$ cat config.mk
export PLATFORM = sky130hd
export DESIGN_NAME = jpeg_bitstream_packer
export DESIGN_NICKNAME = d
export VERILOG_FILES = /design/src/rtl/jpeg_bitstream_packer.sv
export SDC_FILE = /design/constraint.sdc
export NUM_CORES = 1
export LEC_CHECK = 0
export CAP_MARGIN = 5
export CORE_UTILIZATION = 35
export CTS_BUF_LIST = sky130_fd_sc_hd__clkbuf_8
export DETAILED_ROUTE_END_ITERATION = 8
export SKIP_CTS_REPAIR_TIMING = 1
export SLEW_MARGIN = 20
export SYNTH_ARGS = -nofsm -noshare
export SYNTH_HDL_FRONTEND = slang
export SYNTH_SLANG_ARGS = --single-unit
$ cat constraint.sdc
create_clock -name clock -period 6 [get_ports clock]
set_clock_uncertainty 0.1 [all_clocks]
set_input_delay 1.2 -clock clock [delete_from_list [all_inputs] [get_ports clock]]
set_output_delay 1.2 -clock clock [all_outputs]
set_load 0.01 [all_outputs]
$ cat src/rtl/jpeg_bitstream_packer.sv
`timescale 1ns/1ps
`default_nettype none
// ============================================================================
//  Module      : jpeg_bitstream_packer
//  Description : Packs 0..16-bit Huffman/amplitude codes MSB-first into a byte
//                stream. Inserts a 0x00 stuffing byte after every 0xFF. On
//                flush, pads the last partial byte with 1s and drains.
//                Optional output byte counter: JPEG_PACKER_BYTECOUNT_EN.
//  Revision    : 1.0 - initial release
// ============================================================================
module jpeg_bitstream_packer #(
  parameter int ACC_W   = 32,
  parameter int MAX_LEN = 16
) (
  input  logic        clock,
  input  logic        reset,
  input  logic        in_valid,
  output logic        in_ready,
  input  logic [15:0] in_code,
  input  logic [4:0]  in_length,
  input  logic        flush,
  output logic        out_valid,
  input  logic        out_ready,
  output logic [7:0]  out_byte,
  output logic        flush_done,
  output logic        busy
`ifdef JPEG_PACKER_BYTECOUNT_EN
  ,
  output logic [31:0] byte_count
`endif
);

  localparam int c_cnt_w = $clog2(ACC_W + 1);

  typedef enum logic [1:0] {
    ST_RUN   = 2'd0,
    ST_PAD   = 2'd1,
    ST_DRAIN = 2'd2
  } state_t;

  state_t             r_state;
  state_t             w_state_next;
  logic [ACC_W-1:0]   r_acc;
  logic [c_cnt_w-1:0] r_bit_cnt;
  logic               r_stuff_pending;
  logic               r_out_valid;
  logic [7:0]         r_out_byte;
  logic               r_flush_done;

  logic [4:0]         w_len;
  logic [ACC_W-1:0]   w_code_bits;
  logic [3:0]         w_pad_len;
  logic [ACC_W-1:0]   w_pad_bits;
  logic               w_accept;
  logic [4:0]         w_add_len;
  logic [ACC_W-1:0]   w_add_bits;
  logic               w_out_free;
  logic               w_load_stuff;
  logic               w_load_data;
  logic [7:0]         w_top_byte;
  logic [c_cnt_w-1:0] w_bit_cnt_next;
  logic               w_drain_done;

  // Over-long lengths are clamped; bits at and above the length are ignored.
  assign w_len       = (in_length > 5'(MAX_LEN)) ? 5'(MAX_LEN) : in_length;
  assign w_code_bits = ACC_W'(in_code) & ((ACC_W'(1) << w_len) - ACC_W'(1));

  // Padding rounds the valid bit count up to the next byte boundary with 1s.
  assign w_pad_len  = (r_bit_cnt[2:0] == 3'd0) ? 4'd0 : (4'd8 - {1'b0, r_bit_cnt[2:0]});
  assign w_pad_bits = (ACC_W'(1) << w_pad_len) - ACC_W'(1);

  // Reset is folded in so in_ready stays low for as long as reset is held.
  assign in_ready = (r_state == ST_RUN) && (r_bit_cnt <= c_cnt_w'(ACC_W - MAX_LEN)) && !reset;
  assign w_accept = in_valid && in_ready;

  // Select what gets appended below the current bits this cycle.
  always_comb begin
    w_add_len  = 5'd0;
    w_add_bits = '0;
    if (w_accept) begin
      w_add_len  = w_len;
      w_add_bits = w_code_bits;
    end else if (r_state == ST_PAD) begin
      w_add_len  = {1'b0, w_pad_len};
      w_add_bits = w_pad_bits;
    end
  end

  // The output register may reload when empty or when its byte leaves now.
  assign w_out_free   = !r_out_valid || out_ready;
  assign w_load_stuff = w_out_free && r_stuff_pending;
  assign w_load_data  = w_out_free && !r_stuff_pending && (r_bit_cnt >= c_cnt_w'(8));
  // Valid bits sit right-aligned in r_acc; the oldest byte is the top eight.
  assign w_top_byte   = 8'(r_acc >> (r_bit_cnt - c_cnt_w'(8)));

  assign w_bit_cnt_next = r_bit_cnt + c_cnt_w'(w_add_len)
                          - (w_load_data ? c_cnt_w'(8) : c_cnt_w'(0));

  assign w_drain_done = (r_state == ST_DRAIN) && (r_bit_cnt == '0) &&
                        !r_stuff_pending && w_out_free;

  // Flush sequencing: RUN -> PAD (one cycle) -> DRAIN until empty -> RUN.
  always_comb begin
    w_state_next = r_state;
    case (r_state)
      ST_RUN:   if (flush) w_state_next = ST_PAD;
      ST_PAD:   w_state_next = ST_DRAIN;
      ST_DRAIN: if (w_drain_done) w_state_next = ST_RUN;
      default:  w_state_next = ST_RUN;
    endcase
  end

  // State register.
  always_ff @(posedge clock or posedge reset) begin
    if (reset) r_state <= ST_RUN;
    else       r_state <= w_state_next;
  end

  // Bit accumulator, one-byte output register and stuffing/flush flags.
  always_ff @(posedge clock or posedge reset) begin
    if (reset) begin
      r_acc           <= '0;
      r_bit_cnt       <= '0;
      r_stuff_pending <= 1'b0;
      r_out_valid     <= 1'b0;
      r_out_byte      <= 8'h00;
      r_flush_done    <= 1'b0;
    end else begin
      r_acc        <= (r_acc << w_add_len) | w_add_bits;
      r_bit_cnt    <= w_bit_cnt_next;
      r_flush_done <= w_drain_done;
      if (w_load_stuff) begin
        r_out_valid     <= 1'b1;
        r_out_byte      <= 8'h00;
        r_stuff_pending <= 1'b0;
      end else if (w_load_data) begin
        r_out_valid     <= 1'b1;
        r_out_byte      <= w_top_byte;
        r_stuff_pending <= (w_top_byte == 8'hFF);
      end else if (out_ready) begin
        r_out_valid <= 1'b0;
      end
    end
  end

  assign out_valid  = r_out_valid;
  assign out_byte   = r_out_byte;
  assign flush_done = r_flush_done;
  assign busy       = (r_state != ST_RUN);

`ifdef JPEG_PACKER_BYTECOUNT_EN
  logic [31:0] r_byte_count;

  // Count output handshakes, frozen during the flush_done pulse.
  always_ff @(posedge clock or posedge reset) begin
    if (reset)                                         r_byte_count <= 32'd0;
    else if (r_out_valid && out_ready && !r_flush_done) r_byte_count <= r_byte_count + 32'd1;
  end

  assign byte_count = r_byte_count;
`endif

endmodule
`default_nettype wire

==> reports/summary.txt <==
Max Freq = 220 MHz
Arr. time, crit path = 3.24 ns
Cell variety after synth = 75
Die Width = 134 microns
Slew of the pin with the lowest slew margin = 0.922 ns
DRC = 0
Worst setup margin = 1.46 ns
Top-area cell type share of the netlist area = 20.9%
Post-detailed-route count of antenna-violating nets = 0
Worst min-delay path startpoint = out_byte[1]$_DFFE_PP0P_
Area growth from synthesis to layout = 8.88%
Crit-path max FO = 7
Max Cap Viol = 0
Hold Path Class = reg -> reg
Routed WL = 19300 microns
Layout cells sized above 1 = 11.0%
Hold Path Depth = 2
Row count = 47
Placer congestion estimate = 0.891
Mapped Area = 6100 sq um
Via count of the first global-routing pass = 5424
Syn_area_per_cell = 8.34 sq um
Worst setup EP type = output pin
Largest net degree at the start of global routing = 53
Dpl hpwl = 14100 microns
Nets = 768
Clk pin slew, worst setup/hold paths = 0.10 ns
Pre-CTS WS = 1.15 ns
Vias/cell = 6.15
Leak Pwr = 2.64 nW
Post-route minimum period = 4.54 ns
Number of flops mapped to enable cells by yosys = 0
Die Y = 134 microns
Vias = 5783
1st-pass router iterations = 8
Die area = 18000 sq um
Port buffer count = 37
Reg-to-reg slack, setup = 1.47 ns
Longest Clk Path Bufs = 2
FF-to-FF Start = r_bit_cnt[0]$_DFF_PP0_
CTS tree = done
Sinks on Clock Net = 51
CORE AREA = 16800 sq um
Global-route wire length before repair = 30800 microns
Crit start category = input port
Total grt overflow = 0
Main synth FF type = dfrtp_1
Most common library cells after synthesis = nand2_1, mux2i_1, nor2_1
Final setup viols = 0
Fin Hold WS = 0.381 ns
RSZ-0062 raised after global routing = no
Hold Vio Cnt, Final = 0
Setup TNS = 0 ns
Pwr/cell area = 678 nW/um^2
ANT cells = 0
Top cells by area, synth = dfrtp_1, mux2i_1, mux4_2
FF+latch count, synth = 51
Final Slew Violations = 0
Max-slew headroom = 38.4%
Cell taking the most area after synthesis = dfrtp_1
I/O pins = 38
H-tree depth = 2
Final period utilization = 75.7%
Crit path launch = reset
Avg WL per Cell = 20.5 microns
Register area share after synthesis = 20.9%
Starting Density = 36.3%
Worst Path Required = 4.70 ns
Asr flop ratio synth = 100%
GRT Total Usage = 22.0%
CTS root buffer = clkbuf_8
TritonCTS buffer count = 5
Yosys Warn Count = 0
Most common cell in the netlist = nand2_1
Initial drt markers = 583
Worst-Skew Late Latency = 0.33 ns
FF-to-FF path depth = 14
Mapped Cells = 731
Status = completed
Initial antenna violation count = 0
Worst vdd ir = 0.000282 V
Critical setup path kind = in -> out
Net Count, Synth = 779
Fillcell total = 1741
==> sequential cells by signal, indices dropped and copies added, names as in the netlist <==
signal           cells
r_stuff_pending      1
out_valid            1
flush_done           1
r_bit_cnt            6
out_byte             8
r_state              2
r_acc               32
==> cell type report <==
type                            count  area, sq um  share of cell area (%)
Multi-Input combinational cell    585         4430                    66.7
Sequential cell                    51         1280                    19.2
Clock buffer                        5         68.8                    1.04
Clock inverter                      3         23.8                   0.358
Inverter                           29          111                    1.68
Timing Repair Buffer               48          453                    6.82
Tap cell                          220          275                    4.14
==> stage by stage <==
| stage | utilization (%) | power (mW) | cell area [sq um] | std cells |
|---|---|---|---|---|
| after global routing | 39.5 | 4.87 | 6640 | 941 |
| after CTS | 39.5 | 4.46 | 6640 | 941 |
| after detailed placement | 38.9 | 4.22 | 6550 | 933 |
| after floorplan | - | 3.37 | 6100 | 731 |
| final | 39.5 | 4.50 | 6640 | 941 |
| after global placement | 38.9 | 4.22 | 6550 | 933 |
==> cells in the final DEF, fill, tap and decap left out, drive strengths merged, types with 12 or more instances in the layout <==
cell type,instances
nand2,75
mux2i,67
nor2,53
dfrtp,51
o21ai,49
a21oi,48
clkdlybuf4s50,37
inv,29
mux4,27
ha,21
mux2,20
nor3,14
nand3,14
a211oi,13
a31oi,12
==> power by group <==
part / internal [mW] / switching (mW) / leakage [nW] / total [mW]
clock network: 0.0848 / 0.138 / 0.0461 / 0.223
logic: 1.51 / 1.91 / 1.99 / 3.42
registers: 0.521 / 0.334 / 0.607 / 0.855
==> cell families after synthesis <==
family / synth area share, %
multiplexers: 24.7
XOR/XNOR: 2.15
AND/OR/NAND/NOR: 17.1
buffers and inverters: 6.46
adder cells (fa/ha/maj): 4.64
flip-flops: 20.9
other: 0.0615
AO/OA/AOI/OAI: 24.0
==> path summary, 6_finish.rpt <==
| path | endpoint |
|---|---|
| max in group asynchronous | r_bit_cnt[1]$_DFF_PP0_ |
| setup / recovery | in_ready |
| hold reg to reg | out_byte[1]$_DFFE_PP0P_ |
| setup reg to reg | r_acc[26]$_DFF_PP0_ |
| min in group asynchronous | out_valid$_DFFE_PP0P_ |
| hold / removal | out_byte[1]$_DFFE_PP0P_ |
==> per-layer routing <==
metal  vias to the layer above  part of all wire, %  track usage, %
met4                         0                  1.6            5.31
met5                         -                    0               0
met3                        24                  6.8            3.74
met1                      2824                   47            32.1
met2                       201                   45            33.6
li1                       2734                    -               -
==> critical path: stages <==
cell and delay (ns):
clkdlybuf4s50_1 0.45, or4_1 0.68, a21oi_1 0.32, clkdlybuf4s50_1 0.60
Power figures use the tool's default switching activity.
